==> src/rtl/sync_counter_pkg.sv <==
// Shared constants and helpers for the synchronous T-flip-flop up-counter.
// Optional feature macro: SYNC_UPCOUNTER_MODULO_EN (modulo-MOD_N counting).
package sync_counter_pkg;

  localparam int             COUNT_W       = 4;
  localparam logic [3:0]     COUNT_MAX     = 4'hF;
  localparam int             MOD_N_DEFAULT = 10;

  // Terminal count value: MOD_N-1 in modulo mode, all-ones otherwise.
  function automatic logic [COUNT_W-1:0] count_max_f(input logic mod_en, input int mod_n);
    logic [COUNT_W-1:0] max_v;
    if (mod_en) begin
      max_v = COUNT_W'(mod_n - 1);
    end else begin
      max_v = COUNT_MAX;
    end
    return max_v;
  endfunction

endpackage

==> src/rtl/sync_tff_upcounter_if.sv <==
// Control and count-output bundle of the T-flip-flop up-counter.
// master = controller driving en/load/d, slave = counter.
interface sync_tff_upcounter_if;
  import sync_counter_pkg::*;

  logic               en;
  logic               load;
  logic [COUNT_W-1:0] d;
  logic               q1;
  logic               q2;
  logic               q3;
  logic               q4;
  logic               tc;

  modport master (
    output en, load, d,
    input  q1, q2, q3, q4, tc
  );

  modport slave (
    input  en, load, d,
    output q1, q2, q3, q4, tc
  );

endinterface

==> src/rtl/tff_cell.sv <==
// Single T flip-flop with asynchronous active-low reset.
module tff_cell (
  input  logic t,
  input  logic clk,
  input  logic rst_n,
  output logic q
);

  // Toggle on a rising edge when t is high; clear immediately on reset.
  always_ff @(posedge clk or negedge rst_n) begin
    if (!rst_n) begin
      q <= 1'b0;
    end else if (t) begin
      q <= ~q;
    end else begin
      q <= q;
    end
  end

endmodule

==> src/rtl/sync_tff_upcounter.sv <==
// 4-bit synchronous up-counter built from four commonly clocked T flip-flops.
// Priority per edge: reset > load > en > hold. tc is combinational.
// Optional feature macro: SYNC_UPCOUNTER_MODULO_EN -- count modulo MOD_N;
// without it the counter is a plain modulo-16 binary counter and MOD_N is unused
// apart from folding into a constant.
module sync_tff_upcounter
  import sync_counter_pkg::*;
#(
  parameter int MOD_N = MOD_N_DEFAULT
) (
  input logic                clk,
  input logic                reset,
  sync_tff_upcounter_if.slave bus
);

`ifdef SYNC_UPCOUNTER_MODULO_EN
  localparam logic [COUNT_W-1:0] MAX_C = count_max_f(1'b1, MOD_N);
`else
  localparam logic [COUNT_W-1:0] MAX_C = count_max_f(1'b0, MOD_N);
`endif

  logic [COUNT_W-1:0] q_s;
  logic [COUNT_W-1:0] t_s;
  logic [COUNT_W-1:0] inc_t_s;

  // Binary increment toggles: bit i flips when all lower bits are one.
  assign inc_t_s = {q_s[0] & q_s[1] & q_s[2], q_s[0] & q_s[1], q_s[0], 1'b1};

  // Toggle inputs: load copies d (T = q ^ d), en increments, else hold.
  always_comb begin
    t_s = {COUNT_W{1'b0}};
    if (bus.load) begin
      t_s = q_s ^ bus.d;
    end else if (bus.en) begin
`ifdef SYNC_UPCOUNTER_MODULO_EN
      // At or beyond the modulo limit (e.g. after an out-of-range load), T = q clears to 0.
      if (q_s >= MAX_C) begin
        t_s = q_s;
      end else begin
        t_s = inc_t_s;
      end
`else
      t_s = inc_t_s;
`endif
    end else begin
      t_s = {COUNT_W{1'b0}};
    end
  end

  // Four flip-flops share clk and reset; no ripple clocking.
  for (genvar i = 0; i < COUNT_W; i++) begin : g_cell
    tff_cell u_tff (
      .t     (t_s[i]),
      .clk   (clk),
      .rst_n (reset),
      .q     (q_s[i])
    );
  end

  assign bus.q1 = q_s[0];
  assign bus.q2 = q_s[1];
  assign bus.q3 = q_s[2];
  assign bus.q4 = q_s[3];

  // Terminal count only when an increment (not a load) is pending at the maximum.
  assign bus.tc = bus.en & ~bus.load & (q_s == MAX_C);

endmodule

==> src/flat_wrapper.sv <==
// flat-port wrapper written by rule: the top's interface ports become plain ports
module sync_tff_upcounter_flat import sync_counter_pkg::*;
#(
  parameter int MOD_N = MOD_N_DEFAULT
)
  (clk, reset, bus_en, bus_load, bus_d, bus_q1, bus_q2, bus_q3, bus_q4, bus_tc);
  sync_tff_upcounter_if bus_i ();
  input logic clk;
  input logic reset;
  input wire logic [$bits(bus_i.en)-1:0] bus_en;
  input wire logic [$bits(bus_i.load)-1:0] bus_load;
  input wire logic [$bits(bus_i.d)-1:0] bus_d;
  output wire logic [$bits(bus_i.q1)-1:0] bus_q1;
  output wire logic [$bits(bus_i.q2)-1:0] bus_q2;
  output wire logic [$bits(bus_i.q3)-1:0] bus_q3;
  output wire logic [$bits(bus_i.q4)-1:0] bus_q4;
  output wire logic [$bits(bus_i.tc)-1:0] bus_tc;
  assign bus_i.en = bus_en;
  assign bus_i.load = bus_load;
  assign bus_i.d = bus_d;
  assign bus_q1 = bus_i.q1;
  assign bus_q2 = bus_i.q2;
  assign bus_q3 = bus_i.q3;
  assign bus_q4 = bus_i.q4;
  assign bus_tc = bus_i.tc;
  sync_tff_upcounter #(.MOD_N(MOD_N)) u_core (.clk(clk), .reset(reset), .bus(bus_i));
endmodule
==> config.mk <==
export PLATFORM = sky130hd
export DESIGN_NAME = sync_tff_upcounter_flat
export DESIGN_NICKNAME = d
export VERILOG_FILES = /design/src/rtl/sync_counter_pkg.sv /design/src/rtl/sync_tff_upcounter_if.sv /design/src/rtl/tff_cell.sv /design/src/rtl/sync_tff_upcounter.sv /design/src/flat_wrapper.sv
export SDC_FILE = /design/constraint.sdc
export NUM_CORES = 1
export LEC_CHECK = 0
export ABC_AREA = 0
export BUFFER_PORTS_ARGS = -buffer_cell sky130_fd_sc_hd__buf_2
export CAP_MARGIN = 10
export CORE_AREA = 3 3 40 42
export CTS_CLUSTER_DIAMETER = 100
export DETAILED_ROUTE_END_ITERATION = 6
export DIE_AREA = 0 0 43 45
export PLACE_DENSITY_LB_ADDON = 0.08
export REMOVE_ABC_BUFFERS = 1
export SLEW_MARGIN = 15
export SYNTH_ARGS = -nofsm -noshare
export SYNTH_HDL_FRONTEND = slang
export SYNTH_HIERARCHICAL = 1
export SYNTH_SLANG_ARGS = --single-unit
export TNS_END_PERCENT = 5
==> constraint.sdc <==
create_clock -name clk -period 1.1 [get_ports clk]
set_input_delay 0.11 -clock clk [delete_from_list [all_inputs] [get_ports clk]]
set_output_delay 0.11 -clock clk [all_outputs]
set_load 0.01 [all_outputs]
==> impl_results.md <==
* Status: finished, violations left
* Failing checks: negative setup slack
* CTS Buf Count at 3
* TritonCTS Sinks at 4
* Simple-gate share of the synthesized area at roughly 11%
* Initial antenna violation count at 0
* Max reg flops at 4
* Core Util, Final at 29.3%
* Post-Synth XOR/XNOR Area at between 20% and 30%
* Die area at 1940 µm²
* First-pass GRT wire length at 979 µm
* Slowest stage cell, crit path: dfrtp_2
* Registers with the most flip-flops: u_core/g_cell.u_tff/q (4)
* Worst R2R Start: u_core/g_cell[0].u_tff/q$_DFFE_PN0P_
* Tot GR Track Use at 7.42%
* Layout Area Growth over Synthesis at 58.4%
* H-tree depth at 1
* DRT iter0 DRCs at 0
* Diodes inserted at 0
* Nets at 50
* Residual DRC count at 0
* CP Data Arrival Time at between 1000 and 1500 ps
* Share of post-route cells with drive strength above 1 at around 55%
* WL final at 576 µm
* Skew final at 0.965 ps
* Setup violators final at 1
* CP top delay family: flip-flops
* Fmax at 0.887 GHz
* Num ports at 13
* Worst R2R Path Depth at 4
* Setup WS post-layout at -26.9 ps
* Hpwl dp at 419 µm
* Sequential area share after synthesis at between 40% and 50%
* Slew margin rel. at 89.3%
* Final Wtd Congestion at 0.681
* Initial Utilization at between 10% and 20%
* Crit path to: bus_tc
* Critical path type: reg2out
* RSZ-0062 raised after global routing: true
* Cell Chain, Critical Path: nand4_1 > nor3b_2 > buf_2
* Largest net degree at the start of global routing at 8
* Worst skew pair latency at 230 ps
* Synth Area per Inst at 10.8 µm²
* Crit. End Element: output port
* Reg2reg end: u_core/g_cell[0].u_tff/q$_DFFE_PN0P_
* Die Y at ~45 µm
* Final Slew Violations at 0
* Number of vias per cell at 4.00
* Leakage at about 0.18 nW
* PortBufs at 12
* Die width at 43 µm
* Final period utilization at 102%
* Site Rows at 13
* Buf/Inv on CP at 1
* Final Hold Violating Endpoints at 0
* Largest family of logic cells by synthesized area: XOR/XNOR gates
* Clock Tree Root: clkbuf_4
* Min-Delay Path Class: in2async
* Worst R2R Setup Slack at about 50 ps
* Crit path from: u_core/g_cell[1].u_tff/q$_DFFE_PN0P_
* CP Depth at 3
* Vias in the first global route at 221
* Synth Area in Adders at 0%
* CTS tree: yes
* PwrDens at between 2000 and 3000 nW/µm²
* # Max-Cap Violations at 0
* Clock Tree Buf Depth at 2
* Worst slew pin tran at 156 ps
* Crit-path max FO at 2
* Post-synthesis mux area share at 8.42%
* Setup TNS at -26.9 ps
* Worst setup SP type: flip-flop
* Cells after synthesis at 22
* Fin crit period at 1130 ps
* Synthesis-stage register bit count at 4
* Post-DRT Antenna Nets at 0
* Total congestion overflow at 0
* Drt wl/cell at ~10 µm
* Worst EP required at 990 ps
* Synth Area in Compound Gates at 6.84%
* Yosys Warn Count at 6
* Total core area at between 1000 and 1500 µm²
* Overall power at 0.000989 W
* CP peak stage delay at 350 ps
* Library cells used by synthesis at 11
* VDD IR-drop max at 0.000658 V
* Worst-path clk slew at 40 ps
* Largest Register: u_core/g_cell.u_tff/q
* Routed via count at between 200 and 250
* Netlist Area Pre-Place at 238 µm²
* DR pass1 iterations at 1
-- area by class of cell --
| cell class | instances | area [µm²] |
|---|---|---|
| repair buffers | 16 | 92.6 |
| multi-input cells | 17 | 140 |
| well taps | 15 | 18.8 |
| flip-flops and latches | 4 | 103 |
| fillers | 148 | 908 |
| clock buffers | 3 | 22.5 |
-- cells in the mapped netlist --
cell	instances	area, µm²
a21oi_1	2	10.0
a31oi_1	1	6.26
buf_2	1	5.00
dfrtp_1	4	100
mux2i_1	2	20.0
nand2_1	1	3.75
nand4_1	1	6.26
nor2_1	1	3.75
nor3b_2	1	12.5
xnor2_1	4	35.0
xor2_1	4	35.0
-- power by group --
part           total, W  leakage [nW]  internal (W)  switching [W]
registers      0.000291        0.0446      0.000236      0.0000549
clock network  0.000181        0.0138      0.000122      0.0000587
logic          0.000517         0.123      0.000279       0.000238
-- cells by family after synthesis --
kind of cell	Yosys count
buf+inv	1
compound gates	3
xor+xnor	8
mux	2
flops	4
simple gates	4
-- worst min-delay path by stage --
stage	slack, ps	end	depth (start not counted)	startpoint
floorplan	-190	u_core/g_cell[0].u_tff/q$_DFFE_PN0P_	0	reset
global placement	-70	u_core/g_cell[3].u_tff/q$_DFFE_PN0P_	1	reset
detailed placement	-70	u_core/g_cell[3].u_tff/q$_DFFE_PN0P_	1	reset
CTS	220	u_core/g_cell[3].u_tff/q$_DFFE_PN0P_	2	reset
global route	240	u_core/g_cell[3].u_tff/q$_DFFE_PN0P_	2	reset
finish	220	u_core/g_cell[3].u_tff/q$_DFFE_PN0P_	2	reset
-- what timing repair did --
| action | CTS | global route |
|---|---|---|
| pin swaps | 2 | 1 |
| hold buffers | 1 | 0 |
| buffers inserted | 3 | 0 |
| resized for setup | 2 | 1 |
| cloned | 0 | 0 |
| endpoints found under the setup margin | 1 | 2 |
| hold endpoints to repair | 4 | 0 |
-- cell usage in the layout, fill, tap and decap left out --
cell type,instances
xnor2_2,1
a31oi_1,1
dfrtp_1,2
dfrtp_2,2
nor2_1,1
xor2_1,4
xnor2_1,3
dlygate4sd3_1,1
nand4_1,1
mux2i_1,2
nor3b_2,1
clkbuf_4,3
nand2_1,1
buf_2,12
buf_4,3
a21oi_1,2
-- layer usage --
layer  part of all wire [%]  vias to the layer above  track usage [%]
met1                     45                       96             8.70
met4                      0                        0             7.23
li1                       -                      111                -
met3                     16                        0             3.59
met5                      0                        -                0
met2                     39                       13             9.58
-- metrics by stage --
step / instance area (µm²) / hold slack (ps) / setup WS, ps / std cells
final: 377 / 221 / -26.9 / 55
after global routing: 377 / 236 / -109 / 55
after CTS: 369 / 219 / -42.1 / 55
after detailed placement: 312 / -72.7 / 49.4 / 48
after global placement: 312 / -74.7 / 76.6 / 48
after floorplan: 233 / -186 / 105 / 21
Power figures use the tool's default switching activity.
